`src/rtl/msk_pkg.sv`:
```
// Shared definitions for the masked share-refresh buffer: randomness width,
// share slicing and the FIFO occupancy encoding.
package msk_pkg;

   localparam int MSK_MAX_W     = 4096;
   localparam int MSK_MAX_COUNT = 256;

   typedef enum logic [1:0] {
      ST_EMPTY = 2'd0,
      ST_ONE   = 2'd1,
      ST_FULL  = 2'd2
   } fifo_state_e;

   function automatic int msk_rnd_width(input int d, input int count);
      return (d > 1) ? (d - 1) * count : 1;
   endfunction

   // Share i of a bus zero-extended to MSK_MAX_W, returned in the low count bits.
   function automatic logic [MSK_MAX_COUNT-1:0] msk_share(input logic [MSK_MAX_W-1:0] bus,
                                                         input int i, input int count);
      logic [MSK_MAX_COUNT-1:0] mask;
      mask = (count >= MSK_MAX_COUNT) ? '1 : ((MSK_MAX_COUNT'(1) << count) - 1'b1);
      return MSK_MAX_COUNT'(bus >> (i * count)) & mask;
   endfunction

endpackage

```
`src/rtl/msk_refresh_buf_if.sv`:
```
// Handshake bundle between the masked XOR layer, the refresh buffer and the next gadget.
interface msk_refresh_buf_if #(
   parameter int d     = 2,
   parameter int count = 32
);
   import msk_pkg::*;

   localparam int W  = count * d;
   localparam int RW = msk_rnd_width(d, count);

   logic [W-1:0]  in_data;
   logic          in_valid;
   logic          in_ready;
   logic [RW-1:0] rnd;
   logic          rnd_valid;
   logic          rnd_ready;
   logic [W-1:0]  out_data;
   logic          out_valid;
   logic          out_ready;

   modport master (
      output in_data, in_valid, rnd, rnd_valid, out_ready,
      input  in_ready, rnd_ready, out_data, out_valid
   );

   modport slave (
      input  in_data, in_valid, rnd, rnd_valid, out_ready,
      output in_ready, rnd_ready, out_data, out_valid
   );

endinterface

```
`src/rtl/msk_refresh_core.sv`:
```
// Combinational share refresh: shares 0..d-2 take one random word each, the last
// share absorbs the XOR of all words so the encoded value is unchanged.
module msk_refresh_core import msk_pkg::*; #(
   parameter int d     = 2,
   parameter int count = 32,
   localparam int RW   = msk_rnd_width(d, count)
) (
   input  logic [count*d-1:0] in,
   input  logic [RW-1:0]      rnd,
   output logic [count*d-1:0] out
);

   logic [count-1:0] acc;

   always_comb begin
      out = '0;
      acc = '0;
      for (int i = 0; i < d - 1; i++) begin
         out[i*count +: count] = in[i*count +: count] ^ rnd[i*count +: count];
         acc                   = acc ^ rnd[i*count +: count];
      end
      out[(d-1)*count +: count] = in[(d-1)*count +: count] ^ acc;
   end

endmodule

```
`src/rtl/msk_refresh_buf.sv`:
```
// Registered share-refresh stage: refresh on write, 2-entry FIFO, valid/ready on both sides.
// Outputs decode from registers only, giving a glitch barrier between gadgets.
module msk_refresh_buf import msk_pkg::*; #(
   parameter int d     = 2,
   parameter int count = 32
) (
   input  logic              clk,
   input  logic              rst_n,
   msk_refresh_buf_if.slave  bus
);

   localparam int   W      = count * d;
   localparam logic SINGLE = (d == 1);

   fifo_state_e state_q, state_d;
   logic        wr_ptr_q, wr_ptr_d;
   logic        rd_ptr_q, rd_ptr_d;
   logic [W-1:0] ent0_q, ent0_d;
   logic [W-1:0] ent1_q, ent1_d;
   logic [W-1:0] refreshed;
   logic        in_ready_w;
   logic        out_valid_w;
   logic        push;
   logic        pop;

   msk_refresh_core #(
      .d     (d),
      .count (count)
   ) u_core (
      .in  (bus.in_data),
      .rnd (bus.rnd),
      .out (refreshed)
   );

   always_ff @(posedge clk) begin
      if (!rst_n) begin
         state_q  <= ST_EMPTY;
         wr_ptr_q <= 1'b0;
         rd_ptr_q <= 1'b0;
         ent0_q   <= '0;
         ent1_q   <= '0;
      end else begin
         state_q  <= state_d;
         wr_ptr_q <= wr_ptr_d;
         rd_ptr_q <= rd_ptr_d;
         ent0_q   <= ent0_d;
         ent1_q   <= ent1_d;
      end
   end

   // Handshake decode; in_ready never sees out_ready, only the registered state.
   always_comb begin
      in_ready_w    = rst_n & (state_q != ST_FULL);
      out_valid_w   = (state_q != ST_EMPTY);
      push          = bus.in_valid & in_ready_w & (bus.rnd_valid | SINGLE);
      pop           = out_valid_w & bus.out_ready;
      bus.in_ready  = in_ready_w;
      bus.rnd_ready = bus.in_valid & in_ready_w & ~SINGLE;
      bus.out_valid = out_valid_w;
      bus.out_data  = rd_ptr_q ? ent1_q : ent0_q;
   end

   always_comb begin
      state_d  = state_q;
      wr_ptr_d = wr_ptr_q ^ push;
      rd_ptr_d = rd_ptr_q ^ pop;
      ent0_d   = ent0_q;
      ent1_d   = ent1_q;
      if (push && !wr_ptr_q) ent0_d = refreshed;
      if (push &&  wr_ptr_q) ent1_d = refreshed;
      case (state_q)
         ST_EMPTY: if (push)          state_d = ST_ONE;
         ST_ONE: begin
            if (push && !pop)         state_d = ST_FULL;
            else if (pop && !push)    state_d = ST_EMPTY;
         end
         ST_FULL:  if (pop)           state_d = ST_ONE;
         default:                     state_d = ST_EMPTY;
      endcase
   end

endmodule

```
`src/flat_wrapper.sv`:
```
// flat-port wrapper written by rule: the top's interface ports become plain ports
module msk_refresh_buf_flat import msk_pkg::*;
#(
   parameter int d     = 2,
   parameter int count = 32
)
  (clk, rst_n, bus_in_data, bus_in_valid, bus_rnd, bus_rnd_valid, bus_out_ready, bus_in_ready, bus_rnd_ready, bus_out_data, bus_out_valid);
  msk_refresh_buf_if #(.d(d), .count(count)) bus_i ();
  input  logic clk;
  input  logic rst_n;
  input wire logic [$bits(bus_i.in_data)-1:0] bus_in_data;
  input wire logic [$bits(bus_i.in_valid)-1:0] bus_in_valid;
  input wire logic [$bits(bus_i.rnd)-1:0] bus_rnd;
  input wire logic [$bits(bus_i.rnd_valid)-1:0] bus_rnd_valid;
  input wire logic [$bits(bus_i.out_ready)-1:0] bus_out_ready;
  output wire logic [$bits(bus_i.in_ready)-1:0] bus_in_ready;
  output wire logic [$bits(bus_i.rnd_ready)-1:0] bus_rnd_ready;
  output wire logic [$bits(bus_i.out_data)-1:0] bus_out_data;
  output wire logic [$bits(bus_i.out_valid)-1:0] bus_out_valid;
  assign bus_i.in_data = bus_in_data;
  assign bus_i.in_valid = bus_in_valid;
  assign bus_i.rnd = bus_rnd;
  assign bus_i.rnd_valid = bus_rnd_valid;
  assign bus_i.out_ready = bus_out_ready;
  assign bus_in_ready = bus_i.in_ready;
  assign bus_rnd_ready = bus_i.rnd_ready;
  assign bus_out_data = bus_i.out_data;
  assign bus_out_valid = bus_i.out_valid;
  msk_refresh_buf #(.d(d), .count(count)) u_core (.clk(clk), .rst_n(rst_n), .bus(bus_i));
endmodule
```
`config.mk`:
```
export PLATFORM = sky130hd
export DESIGN_NAME = msk_refresh_buf_flat
export DESIGN_NICKNAME = d
export VERILOG_FILES = /design/src/rtl/msk_pkg.sv /design/src/rtl/msk_refresh_buf_if.sv /design/src/rtl/msk_refresh_core.sv /design/src/rtl/msk_refresh_buf.sv /design/src/flat_wrapper.sv
export SDC_FILE = /design/constraint.sdc
export NUM_CORES = 1
export LEC_CHECK = 0
export CORE_ASPECT_RATIO = 1.1
export CORE_MARGIN = 2
export CORE_UTILIZATION = 45
export DETAILED_ROUTE_END_ITERATION = 7
export GPL_TIMING_DRIVEN = 0
export PLACE_DENSITY = 0.83
export SKIP_CTS_REPAIR_TIMING = 1
export SLEW_MARGIN = 30
export SYNTH_ARGS = -nofsm -noshare
export SYNTH_HDL_FRONTEND = slang
export SYNTH_HIERARCHICAL = 1
export SYNTH_SLANG_ARGS = --single-unit
```
`constraint.sdc`:
```
create_clock -name clk -period 4.3 [get_ports clk]
set_clock_uncertainty 0.2 [all_clocks]
set_input_delay 0.645 -clock clk [delete_from_list [all_inputs] [get_ports clk]]
set_output_delay 0.645 -clock clk [all_outputs]
set_load 0.01 [all_outputs]
```
==> flow_summary.json, run 1 <==
{
  "post_synth_and_or_nand_nor_area_fraction": 0.131,
  "ys_async_sr_fraction": 0,
  "drv_cap": 0,
  "worstPathCellList": "clkdlybuf4s50_1 > clkbuf_1 > and2_1 > clkdlybuf4s50_1",
  "synth_edf_count": 0,
  "io_buffer_count": 167,
  "worst_setup_path_start_kind": "input port",
  "ff_latch_area_um2": 2640,
  "ctsHtreeMaxLevel": 4,
  "fin_worst_hold_slack_ps": 314,
  "critical_path.max_stage_delay_ps": 670,
  "hold_path_class": "reg2reg",
  "design.die.area_um2": 16000,
  "final.setup.tns_ps": 0,
  "timing.final.hold_violations": 0,
  "postSynthCellCount": 571,
  "worst_path_dominant_cell_family": "buffers and inverters",
  "layout-drive-gt1-share": 0.158,
  "crit_fanout": 10,
  "reg2reg_slack_ps": 2160,
  "leakagePower_nw": 3.26,
  "yosys-mux-area-fraction": 0.324,
  "detailed_router_iteration_count_before_antenna_repair": 4,
  "synth_fp_nets": 674,
  "vias": 4624,
  "global_route.overflow_total": 0,
  "avgRoutedWirePerCell_um": 16.1,
  "buf_inv_stages_crit_path": 3,
  "pre_cts_slack_ps": 944,
  "worst_slack_ps": 965,
  "outcome": "complete, no violations",
  "final_net_count": 860,
  "synth_top_flop_cell": "sky130_fd_sc_hd__dfxtp_1",
  "synth_seq_cells": 132,
  "synthAdderAreaFrac": 0.00370,
  "standard_cell_row_count": 47,
  "cellPowerDensity_nw_per_um2": 329,
  "grt_use_total": 0.195,
  "grt_pass1_vias": 5011,
  "synth.cell_area_um2": 6770,
  "core_um2": 14900,
  "starting_drt_drc_count": 82,
  "worst_hold_startpoint": "u_core/ent0_q[0]",
  "power.ir.vdd_worst_v": 0.000230,
  "finalCriticalPeriod_ps": 3340,
  "timing_worst_setup_path_type": "in2out",
  "layout.cells.most_common": "sky130_fd_sc_hd__clkdlybuf4s50_1",
  "yosys.cell_types.count": 24,
  "tritoncts": "built",
  "cts.reportedPaths.clkPinSlew_ps": 50,
  "initial_antenna_violation_count": 0,
  "rsz_0062_raised_after_global_routing": "no",
  "multi_input_comb_area_um2": 3700,
  "postRouteWirelength_mm": 15.5,
  "yosys_warnings": 6,
  "worst_path_most_repeated_cell": "sky130_fd_sc_hd__clkdlybuf4s50_1",
  "cp_slowest_cell": "sky130_fd_sc_hd__clkdlybuf4s50_1",
  "vias_per_cell": 4.80,
  "layout.filler_cells": 1187,
  "timing.final.crit_share": 0.776,
  "synth_top_family_by_area": "multiplexers",
  "timing.slew.headroom": 0.694,
  "timing.rr.start": "u_core/state_q[0]",
  "critical_path.endpoint_type": "output port",
  "req_time_crit_path_ps": 3450,
  "max_freq_mhz": 300,
  "crit_start": "rst_n",
  "drt.antenna.violating_nets": 0,
  "dp_hpwl_mm": 11.6,
  "layout-area-overhead-vs-synth_pct": 36.2,
  "synth_seq_area_share": 0.390,
  "num_antenna_cells": 0,
  "boundaryPins": 168,
  "floorplan.initialDensity": 0.455,
  "report.final.setup_viol": 0,
  "arrival_ps": 2490,
  "worst_pin_slew_ps": 460,
  "die_w_um": 121,
  "final_cell_mix": "sky130_fd_sc_hd__clkdlybuf4s50_1 (167), sky130_fd_sc_hd__dfxtp_1 (132), sky130_fd_sc_hd__nor2b_1 (130)",
  "cts_buffer_depth": 2,
  "ctsRootBufferMaster": "sky130_fd_sc_hd__clkbuf_16",
  "post_synth_xor_area_fraction": 0.0841,
  "drc": 0,
  "slew_violations": 0,
  "clkLatencyLatePin_ps": 400,
  "numCtsBuffers": 17,
  "mapped_avg_cell_area_um2": 11.9,
  "final_weighted_congestion_in_routability_driven_placement": 0.722,
  "cts.sink_count": 132,
  "first_pass_grt_wire_length_mm": 24.5,
  "fp.dieH_um": 133,
  "compound_cell_area_share_of_the_yosys_netlist": 0.00518,
  "grt_max_degree": 17
}
-- metal layers --
metal	routed length (um)	track usage	part of all wire	up-vias
met5	0	0	0	-
met1	6480	0.222	0.42	2207
met3	796	0.0560	0.051	14
met4	149	0.0491	0.0096	0
met2	8120	0.353	0.52	116
li1	-	-	-	2287
-- area by class of cell --
class | instances | share of cell area
inverters | 1 | 0.000407
well taps | 196 | 0.0266
flip-flops and latches | 132 | 0.287
clock inverters | 5 | 0.00570
plain buffers | 35 | 0.0453
clock buffers | 24 | 0.0523
multi-input cells | 403 | 0.402
repair buffers | 167 | 0.181
-- cells in the mapped netlist, drive strengths merged (2+ instances only) --
cell type,number,area [um^2]
ha,2,25.0
clkbuf,6,22.5
buf,29,395
xor2,64,561
mux2i,128,1280
dfxtp,132,2640
and2,4,25.0
mux2,64,908
nor2b,131,827
nand2b,2,12.5
-- worst paths after layout --
kind	end	depth (start not counted)
max	bus_in_ready	4
min	u_core/ent0_q[0]	2
max reg2reg	u_core/ent0_q[11]	8
min reg2reg	u_core/ent0_q[0]	2
-- worst register-to-register path: stages, from the launching register on --
cell,delay (ps)
sky130_fd_sc_hd__dfxtp_1,420
sky130_fd_sc_hd__nand2b_1,170
sky130_fd_sc_hd__and3_1,190
sky130_fd_sc_hd__and2_1,160
sky130_fd_sc_hd__ha_1,170
sky130_fd_sc_hd__buf_6,220
sky130_fd_sc_hd__buf_12,180
sky130_fd_sc_hd__mux2i_1,240
sky130_fd_sc_hd__nor2b_1,80
-- flip-flops by register name (all words and copies together), names as in the netlist --
name             count
u_core/wr_ptr_q      1
u_core/state_q       2
u_core/rd_ptr_q      1
u_core/ent0_q       64
u_core/ent1_q       64
-- power by group --
part	total, mW	leakage (nW)	switching, mW	internal, mW
logic	0.453	1.93	0.186	0.267
registers	1.27	1.07	0.0166	1.26
clock network	1.30	0.262	0.476	0.827
-- stage by stage --
stage,instances,utilization,total power [mW],cell area [um^2]
after floorplan,571,-,1.54,6770
after global placement,934,0.584,1.74,8680
after detailed placement,934,0.584,1.75,8680
after CTS,963,0.620,3.06,9220
after global routing,963,0.620,3.14,9220
final,963,0.620,3.03,9220
-- cells by family (layout without fill, tap and decap cells) --
family	count (synthesis)	in the layout
flops	132	132
simple gates	140	140
mux	192	192
xor+xnor	65	65
compound gates	4	4
fa+ha+maj	2	2
buf+inv	36	232
Note: power is estimated with default switching activity, not from simulation.
==> run 2, diff against run 1 <==
==> constraint.sdc (replaced) <==
create_clock -name clk -period 3.5 [get_ports clk]
set_clock_uncertainty 0.2 [all_clocks]
set_input_delay 0.525 -clock clk [delete_from_list [all_inputs] [get_ports clk]]
set_output_delay 0.525 -clock clk [all_outputs]
set_load 0.01 [all_outputs]
==> results of run 2 <==
The final DEF is identical to that of run 1. Status: complete, no violations.
Among the figures that moved: setup slack after placement 944 ps -> 384 ps; setup slack after layout 965 ps -> 405 ps; register-to-register setup slack 2160 ps -> 1360 ps; total power 3.03 mW -> 3.72 mW; worst IR drop on VDD 0.000230 V -> 0.000282 V
==> run 3, diff against run 2 <==
--- a/config.mk
+++ b/config.mk
@@ -5,6 +5,7 @@
 export SDC_FILE = /design/constraint.sdc
 export NUM_CORES = 1
 export LEC_CHECK = 0
+export CAP_MARGIN = 20
 export CORE_ASPECT_RATIO = 1.1
 export CORE_MARGIN = 2
 export CORE_UTILIZATION = 45
==> results of run 3 <==
The final DEF is identical to that of run 1. Status: complete, no violations.
Among the figures that moved: setup slack after placement 944 ps -> 384 ps; setup slack after layout 965 ps -> 405 ps; register-to-register setup slack 2160 ps -> 1360 ps; total power 3.03 mW -> 3.72 mW; worst IR drop on VDD 0.000230 V -> 0.000282 V
